[src/rtl/tf328_bus_master.sv]
// 68020-style asynchronous bus master: one request becomes one or more bus
// cycles, with dynamic bus sizing from DSACK, bus-error and timeout aborts.
module tf328_bus_master #(
    parameter int TIMEOUT = 64
) (
    input  logic        CLKCPU,
    input  logic        RESET,
    input  logic        req,
    input  logic        req_we,
    input  logic [23:0] req_addr,
    input  logic [1:0]  req_siz,
    input  logic [31:0] req_wdata,
    output logic        busy,
    output logic        ack,
    output logic        err,
    output logic [31:0] rdata,
    output logic [23:0] A,
    output logic [1:0]  SIZ,
    output logic        RW20,
    output logic        AS20,
    output logic        DS20,
    input  logic [31:0] D_IN,
    output logic [31:0] D_OUT,
    output logic        D_OE,
    input  logic [1:0]  DSACK,
    input  logic        BERR
);

    typedef enum logic [2:0] {
        S_IDLE,
        S_ADDR,
        S_STROBE,
        S_WAIT,
        S_TERM,
        S_DONE
    } state_t;

    localparam logic [7:0] TMO_LAST = 8'(TIMEOUT - 1);

    state_t      state_q;
    logic        busy_q, ack_q, err_q;
    logic [31:0] rdata_q;
    logic [23:0] a_q;
    logic [1:0]  siz_q;
    logic        rw_q, as_q, ds_q;
    logic [31:0] dout_q;
    logic        doe_q;

    logic        we_q;
    logic [23:0] addr_q;
    logic [2:0]  rem_q;
    logic [31:0] wsh_q;
    logic [31:0] acc_q;
    logic        fail_q;
    logic [7:0]  tmo_q;

    logic [2:0]  req_bytes_d;
    logic        req_bad_d;
    logic [31:0] req_wsh_d;
    logic [2:0]  port_bytes_d;
    logic [2:0]  chunk_d;
    logic [1:0]  offs_d;
    logic [31:0] lane_d;
    logic [31:0] rbytes_d;
    logic [31:0] acc_d;
    logic [31:0] wsh_d;

    // Remaining write bytes sit left-justified in w; narrow remainders are
    // replicated so any port width finds them on its own lanes.
    function automatic logic [31:0] fmt_dout(input logic [31:0] w, input logic [2:0] n);
        case (n)
            3'd4:    return w;
            3'd3:    return {w[31:8], 8'h00};
            3'd2:    return {2{w[31:16]}};
            3'd1:    return {4{w[31:24]}};
            default: return 32'h0;
        endcase
    endfunction

    always_comb begin
        req_bytes_d = 3'd0;
        req_wsh_d   = req_wdata;
        case (req_siz)
            2'b01: begin req_bytes_d = 3'd1; req_wsh_d = {req_wdata[7:0], 24'h0};  end
            2'b10: begin req_bytes_d = 3'd2; req_wsh_d = {req_wdata[15:0], 16'h0}; end
            2'b00: begin req_bytes_d = 3'd4; req_wsh_d = req_wdata;                end
            default: begin req_bytes_d = 3'd0; req_wsh_d = req_wdata;              end
        endcase
        req_bad_d = (req_siz == 2'b11)
                  || (req_siz == 2'b10 && req_addr[0])
                  || (req_siz == 2'b00 && req_addr[1:0] != 2'b00);

        port_bytes_d = 3'd0;
        offs_d       = 2'b00;
        case (DSACK)
            2'b00: begin port_bytes_d = 3'd4; offs_d = addr_q[1:0];         end
            2'b01: begin port_bytes_d = 3'd2; offs_d = {1'b0, addr_q[0]};   end
            2'b10: begin port_bytes_d = 3'd1; offs_d = 2'b00;               end
            default: begin port_bytes_d = 3'd0; offs_d = 2'b00;             end
        endcase
        chunk_d = (port_bytes_d < rem_q) ? port_bytes_d : rem_q;

        // Shift the addressed byte lane up to D[31:24], then keep chunk_d bytes.
        lane_d = D_IN << {offs_d, 3'b000};
        case (chunk_d)
            3'd1:    rbytes_d = {24'h0, lane_d[31:24]};
            3'd2:    rbytes_d = {16'h0, lane_d[31:16]};
            3'd3:    rbytes_d = {8'h0, lane_d[31:8]};
            3'd4:    rbytes_d = lane_d;
            default: rbytes_d = 32'h0;
        endcase

        case (chunk_d)
            3'd1:    begin acc_d = {acc_q[23:0], rbytes_d[7:0]};  wsh_d = {wsh_q[23:0], 8'h0};  end
            3'd2:    begin acc_d = {acc_q[15:0], rbytes_d[15:0]}; wsh_d = {wsh_q[15:0], 16'h0}; end
            3'd3:    begin acc_d = {acc_q[7:0], rbytes_d[23:0]};  wsh_d = {wsh_q[7:0], 24'h0};  end
            3'd4:    begin acc_d = rbytes_d;                      wsh_d = 32'h0;                end
            default: begin acc_d = acc_q;                         wsh_d = wsh_q;                end
        endcase
    end

    always_ff @(posedge CLKCPU) begin
        if (RESET) begin
            state_q <= S_IDLE;
            busy_q  <= 1'b0;
            ack_q   <= 1'b0;
            err_q   <= 1'b0;
            rdata_q <= 32'h0;
            a_q     <= 24'h0;
            siz_q   <= 2'b00;
            rw_q    <= 1'b1;
            as_q    <= 1'b1;
            ds_q    <= 1'b1;
            dout_q  <= 32'h0;
            doe_q   <= 1'b0;
            we_q    <= 1'b0;
            addr_q  <= 24'h0;
            rem_q   <= 3'd0;
            wsh_q   <= 32'h0;
            acc_q   <= 32'h0;
            fail_q  <= 1'b0;
            tmo_q   <= 8'h0;
        end else begin
            ack_q <= 1'b0;
            err_q <= 1'b0;
            case (state_q)
                S_IDLE: begin
                    if (req) begin
                        busy_q <= 1'b1;
                        we_q   <= req_we;
                        fail_q <= 1'b0;
                        acc_q  <= 32'h0;
                        if (req_bad_d) begin
                            state_q <= S_DONE;
                            err_q   <= 1'b1;
                            rdata_q <= 32'h0;
                        end else begin
                            state_q <= S_ADDR;
                            addr_q  <= req_addr;
                            rem_q   <= req_bytes_d;
                            wsh_q   <= req_wsh_d;
                            a_q     <= req_addr;
                            siz_q   <= req_bytes_d[1:0];
                            rw_q    <= ~req_we;
                            dout_q  <= fmt_dout(req_wsh_d, req_bytes_d);
                            as_q    <= 1'b1;
                            ds_q    <= 1'b1;
                        end
                    end
                end
                S_ADDR: begin
                    state_q <= S_STROBE;
                    as_q    <= 1'b0;
                    ds_q    <= we_q;
                    doe_q   <= we_q;
                end
                S_STROBE: begin
                    state_q <= S_WAIT;
                    ds_q    <= 1'b0;
                    tmo_q   <= 8'h0;
                end
                S_WAIT: begin
                    // Bus error wins over a simultaneous DSACK.
                    if (!BERR) begin
                        fail_q  <= 1'b1;
                        state_q <= S_TERM;
                        as_q    <= 1'b1;
                        ds_q    <= 1'b1;
                    end else if (DSACK != 2'b11) begin
                        if (!we_q) acc_q <= acc_d;
                        addr_q  <= addr_q + 24'(chunk_d);
                        rem_q   <= rem_q - chunk_d;
                        wsh_q   <= wsh_d;
                        state_q <= S_TERM;
                        as_q    <= 1'b1;
                        ds_q    <= 1'b1;
                    end else if (tmo_q == TMO_LAST) begin
                        fail_q  <= 1'b1;
                        state_q <= S_TERM;
                        as_q    <= 1'b1;
                        ds_q    <= 1'b1;
                    end else begin
                        tmo_q <= tmo_q + 8'd1;
                    end
                end
                S_TERM: begin
                    doe_q <= 1'b0;
                    if (fail_q || rem_q == 3'd0) begin
                        state_q <= S_DONE;
                        rw_q    <= 1'b1;
                        ack_q   <= ~fail_q;
                        err_q   <= fail_q;
                        rdata_q <= fail_q ? 32'h0 : acc_q;
                    end else begin
                        state_q <= S_ADDR;
                        a_q     <= addr_q;
                        siz_q   <= rem_q[1:0];
                        rw_q    <= ~we_q;
                        dout_q  <= fmt_dout(wsh_q, rem_q);
                    end
                end
                S_DONE: begin
                    state_q <= S_IDLE;
                    busy_q  <= 1'b0;
                end
                default: state_q <= S_IDLE;
            endcase
        end
    end

    assign busy  = busy_q;
    assign ack   = ack_q;
    assign err   = err_q;
    assign rdata = rdata_q;
    assign A     = a_q;
    assign SIZ   = siz_q;
    assign RW20  = rw_q;
    assign AS20  = as_q;
    assign DS20  = ds_q;
    assign D_OUT = dout_q;
    assign D_OE  = doe_q;

endmodule
[config.mk]
export PLATFORM = sky130hd
export DESIGN_NAME = tf328_bus_master
export DESIGN_NICKNAME = d
export VERILOG_FILES = /design/src/rtl/tf328_bus_master.sv
export SDC_FILE = /design/constraint.sdc
export NUM_CORES = 1
export LEC_CHECK = 0
export ABC_AREA = 0
export BUFFER_PORTS_ARGS = -buffer_cell sky130_fd_sc_hd__buf_2
export CELL_PAD_IN_SITES_DETAIL_PLACEMENT = 0
export CELL_PAD_IN_SITES_GLOBAL_PLACEMENT = 1
export CORE_MARGIN = 10
export CORE_UTILIZATION = 40
export DETAILED_ROUTE_END_ITERATION = 6
export PLACE_DENSITY = 0.88
export SLEW_MARGIN = 10
export SYNTH_ARGS = -nofsm -noshare
export SYNTH_HDL_FRONTEND = slang
export SYNTH_SLANG_ARGS = --single-unit
[constraint.sdc]
create_clock -name CLKCPU -period 4.3 [get_ports CLKCPU]
set_input_delay 0.43 -clock CLKCPU [delete_from_list [all_inputs] [get_ports CLKCPU]]
set_output_delay 0.43 -clock CLKCPU [all_outputs]
set_load 0.1 [all_outputs]
## Word level (Yosys, flattened, before mapping)

Cells that the tools add are included.

| word-level totals | value |
|---|---|
| register bits | 201 |
| bits in latches | 0 |
| memory bits (writable) | 0 |
| ROM bits | 0 |
| output and inout port bits | 97 |
| logic and storage cells | 176 |
| memories kept | 0 |

| operators by class | value |
|---|---|
| $add $sub $neg | 3 |
| $mul | 0 |
| div/mod/pow operators | 0 |
| order comparisons | 1 |
| equality and inequality tests | 38 |
| shift operators | 1 |
| muxes and demuxes | 78 |
| bitwise operators | 5 |
| reduce and logical (&&, ||, !) cells | 31 |

Operators with widths:

| cell | number |
|---|---|
| one-hot mux 32 bit (4 select lines) | 4 |
| two-way mux 32 bit | 15 |
| one-hot mux 32 bit (2 select lines) | 5 |
| two-way mux 24 bit | 5 |
| one-hot mux 24 bit (2 select lines) | 2 |
| one-hot mux 32 bit (3 select lines) | 1 |
| two-way mux 3 bit | 11 |
| << shifter 32 x 5 -> 32 bit | 1 |
| adder 24 x 3 -> 24 bit | 1 |
| equality test 3 x 2 -> 1 bit (second input constant) | 8 |
| two-way mux 8 bit | 3 |
| AND reduction 4 bit | 6 |
| != test 2 bit (second input constant) | 11 |
| one-hot mux 3 bit (3 select lines) | 2 |
| one-hot mux 8 bit (2 select lines) | 1 |
| equality test 3 bit (second input constant) | 5 |
| two-way mux 1 bit | 15 |
| one-hot mux 3 bit (5 select lines) | 1 |
| equality test 3 x 1 -> 1 bit (second input constant) | 4 |
| AND reduction 6 bit | 2 |
| nonzero test 2 bit | 6 |
| one-hot mux 1 bit (2 select lines) | 5 |
| adder 8 x 1 -> 8 bit (second input constant) | 1 |
| equality test 8 x 6 -> 1 bit (second input constant) | 1 |
| 23 further kinds | 41 |

## Logic depth before layout (Yosys ltp)

| depth | value |
|---|---|
| word-level depth | 11 |
| gate-level depth with buffers | 17 |

## Worst setup path after synthesis

OpenSTA, ideal clock, no wires.

| path | value |
|---|---|
| kind | input to register |
| start | in DSACK[0] |
| end | reg addr_q[17] |
| setup time | 0.127 ns |
| arrival | 3.457 ns |
| slack | 0.716 ns |
| cell stages on the path | 16 |
| path buffers | 3 |
| cells stage by stage | buf_2 > nor2_1 > ha_1 > nor4bb_1 > o21a_1 > nor2_4 > inv_2 > buf_2 > ha_1 > or2_2 > o221ai_1 > a21boi_2 > o21ai_1 > clkbuf_1 > nor4_1 > or3_1 |

| on the way | value |
|---|---|
| word-level cells in the longest chain between the ends | 8 |
| elaborated cells between the ends (all ways) | 13 |
| classes of those cells | add/sub: 1; order compare: 1; eq/ne: 4; mux: 5; reduce/logical: 2 |

RTL lines:

| item | line | RTL |
|---|---|---|
| from (decl) | 25 | `input logic [1:0] DSACK,` |
| equality test 2 bit, or another cell as far along | 95 | `case (DSACK)` |
| one-hot mux 3 bit (3 select lines) | 95 |  |
| < comparator 3 bit | 101 | `chunk_d = (port_bytes_d < rem_q) ? port_bytes_d : rem_q;` |
| two-way mux 3 bit | 101 |  |
| adder 24 x 3 -> 24 bit | 191 | `addr_q <= addr_q + 24'(chunk_d);` |
| two-way mux 24 bit | 189 | `end else if (DSACK != 2'b11) begin` |
| two-way mux 24 bit | 184 | `if (!BERR) begin` |
| one-hot mux 24 bit (2 select lines) | 146 | `case (state_q)` |
| to (signal assigned) | 159 | `addr_q <= req_addr;` |
| to (signal assigned) | 191 |  |
| to (decl) | 50 | `logic [23:0] addr_q;` |

Several ways; a longest one is shown, not always the timed one. The select of a mux whose other input is x is not followed.
A chain may end at the register's enable or synchronous reset.

## Worst setup path after layout

| path | value |
|---|---|
| start | reg rem_q[2] |
| end | reg addr_q[10] |

| on the way | value |
|---|---|
| word-level cells in the longest chain between the ends | 6 |

RTL lines:

| item | line | RTL |
|---|---|---|
| from (decl) | 51 | `logic [2:0] rem_q;` |
| from (signal assigned) | 160 | `rem_q <= req_bytes_d;` |
| from (signal assigned) | 192 | `rem_q <= rem_q - chunk_d;` |
| < comparator 3 bit | 101 |  |
| two-way mux 3 bit (*) | 101 |  |
| adder 24 x 3 -> 24 bit (*) | 191 |  |
| two-way mux 24 bit (*) | 189 |  |
| two-way mux 24 bit (*) | 184 |  |
| one-hot mux 24 bit (2 select lines) (*) | 146 |  |

Every way passes the cells marked *; elsewhere a longest branch is shown, timed or not. The select of a mux whose other input is x is not followed.

==> metrics.txt <==
status complete, but fails checks; failing checks DRC; Resize count post-CTS 0; Setup TNS 0 ps; worst endpoint data arrival time 3860 ps; Top-Level Pins 194; Vias 12656; H-tree lvl count 1; most common cell in the netlist dfxtp_1; net count of the mapped netlist 1651; Slew @ Worst Pin 1190 ps; Sink Count 201; Worst-Skew Late Latency 520 ps; DR DRC count 1; Unique masters post-synth 85; number of flops mapped to enable cells by yosys 0; vias in the first global route 11708; first-pass GRT wire length 67600 um; peak supply drop 0.000258 V; Port Buffers 193; Layout area overhead 16.7%; Die Wd 192 um; postcts setup bufs 0; chip height 192 um; crit share post-route 0.797; crit path launch type flip-flop; final WL 44100 um; Worst Path Max Fanout 12; Pwr Density 455 mW/mm2; Global Route met1 Usage 0.312; FFs w/ async S/R, synth 0; largest area contributor in the netlist dfxtp_1; final antenna-violating net count 0; post-cts hold buffer count 0; worst clock skew 9.25 ps; Worst slew margin 0.201; routed length per instance 21.5 um; Max-Cap Viols 0; Clock Tree Buf Depth 3; CTS Buf Count 23; Worst Setup End Kind flip-flop; vias per cell 6.16; fmax 0.292 GHz; fin cells 2056; Pwr Total 6.29 mW; CTS tree yes; Hold WC Path Type primary input to flip-flop; largest net degree at the start of global routing 94; Syn Area/Cell 7.70 um2; #FFs+latches synth 201; Clock Pin Slew Worst Setup and Hold Paths 60 ps; area of the core 0.0289 mm2; leakage power 5.51 nW; top area cells in the synthesized netlist dfxtp_1 (34%), nor2_1 (5.7%), nand2_1 (5.5%); critical path required time 4740 ps; WHS 185 ps; die area 0.0369 mm2; commonest cells in the netlist dfxtp_1 (201), nor2_1 (179), nand2_1 (172), a21oi_1 (118), nand3_1 (102); Final Hold Fails 0; initial antenna violation count 2; register area share after synthesis 0.340; final core utilization 0.478; met3 Use GR 0.0417; share of cells above drive strength 1 0.187; gr usage total 0.225; ys flop type dfxtp_1; RSZ-0062 raised after global routing false; GRT busiest layer met2; Setup Viol. Count Final 0; share of the synthesized area in the top cell type 0.340; grt ovf 0; Placed Cells incl. Taps 2013; Final Max Tran Viols 0; row count 62; Final Critical Period 3430 ps; DRT iter0 DRCs 1505; met2 Use GR 0.347; CTS root buf clkbuf_16; cell count after synthesis 1538; critical path type flip-flop to flip-flop; initial core utilization 0.409; Final #Nets 1767; Yosys warning count 0; DRT Pass-1 Iters 7; Synth Cell Area 0.0118 mm2; RD Place Congestion 0.976; post-detail-place hpwl 30800 um
## worst max-delay path, cell delays in order (launching register included)
cell and delay, ps:
dfxtp_1 330, inv_1 70, ha_1 360, o21bai_1 420, o21ai_0 310, xnor2_1 220, ha_1 190, a21o_1 130
nand2_1 50, o21ai_1 480, nand2_1 140, or4b_1 480, a31oi_1 160
## kinds of logic (layout without fill, tap and decap cells)
group                      Yosys count  count (layout)  share of synthesized area
and+or+nand+nor                    619             619                      0.248
AOI/OAI and AO/OA                  471             471                      0.287
DFF                                201             201                      0.340
buffers and inverters              176             308                     0.0605
muxes                               42              42                     0.0365
adders and majority gates           16              16                     0.0175
xor gates and xnor gates            13              13                     0.0102
other                                0               2                          0
## state kept, by name, summed over array words and instances (netlist names)
name,count
D_OUT,32
acc_q,32
rdata,32
wsh_q,32
A,24
addr_q,24
tmo_q,8
rem_q,3
state_q,3
SIZ,2
AS20,1
DS20,1
D_OE,1
RW20,1
ack,1
busy,1
err,1
fail_q,1
we_q,1
## metal layers
metal / share of wire / wire length, um
met1: 0.43 / 19100
met5: 0 / 0
met2: 0.45 / 19700
met3: 0.091 / 4030
met4: 0.030 / 1310
## through the flow
stage | setup WS [ps] | instance area, um2
after detailed placement | 548 | 13000
after global routing | 600 | 13800
after global placement | 690 | 13000
after CTS | 901 | 13800
after floorplan | 716 | 11800
final | 875 | 13800
## cell usage in the layout, fill, tap and decap left out, drive strengths merged, types with 9 or more instances in the layout
cell    instances
nand2b         15
nand3b          9
a31oi          17
a221oi         33
mux2i          33
nor3b          11
nor4           14
a22o           10
nand2         172
o21ai          30
nor4b          11
a22oi          43
buf           233
a21o           38
o221ai         25
mux2            9
and3           12
o32ai           9
nand4          10
a211oi         14
nor2          180
nor3           41
a21oi         119
a311oi         39
and2           14
dfxtp         201
inv            34
xor2           11
o22ai          18
nand3         102
ha             15
clkbuf         32
o211ai         17
a31o            9
## report_power, final
| group | leakage [nW] | internal, mW | switching [mW] |
|---|---|---|---|
| Sequential | 1.64 | 2.02 | 0.153 |
| Combinational | 3.49 | 0.496 | 1.60 |
| Clock | 0.382 | 1.20 | 0.812 |
## worst paths after layout
kind         depth (start not counted)          to  slack, ps  startpoint
min                                  2    acc_q[2]        180     D_IN[2]
max reg2reg                         12  addr_q[10]        870    rem_q[2]
max                                 12  addr_q[10]        870    rem_q[2]
min reg2reg                          2   rdata[26]        450   rdata[26]
## final cells by class
| type | instances | area [um2] |
|---|---|---|
| clock buffer | 32 | 669 |
| multi-input combinational | 1161 | 7130 |
| timing repair buffer | 233 | 1280 |
| tap | 384 | 480 |
| inverter | 34 | 128 |
| clock inverter | 9 | 101 |
| antenna | 2 | 5.00 |
| sequential | 201 | 4020 |
| fill | 2911 | 15100 |
Power figures use the tool's default switching activity.
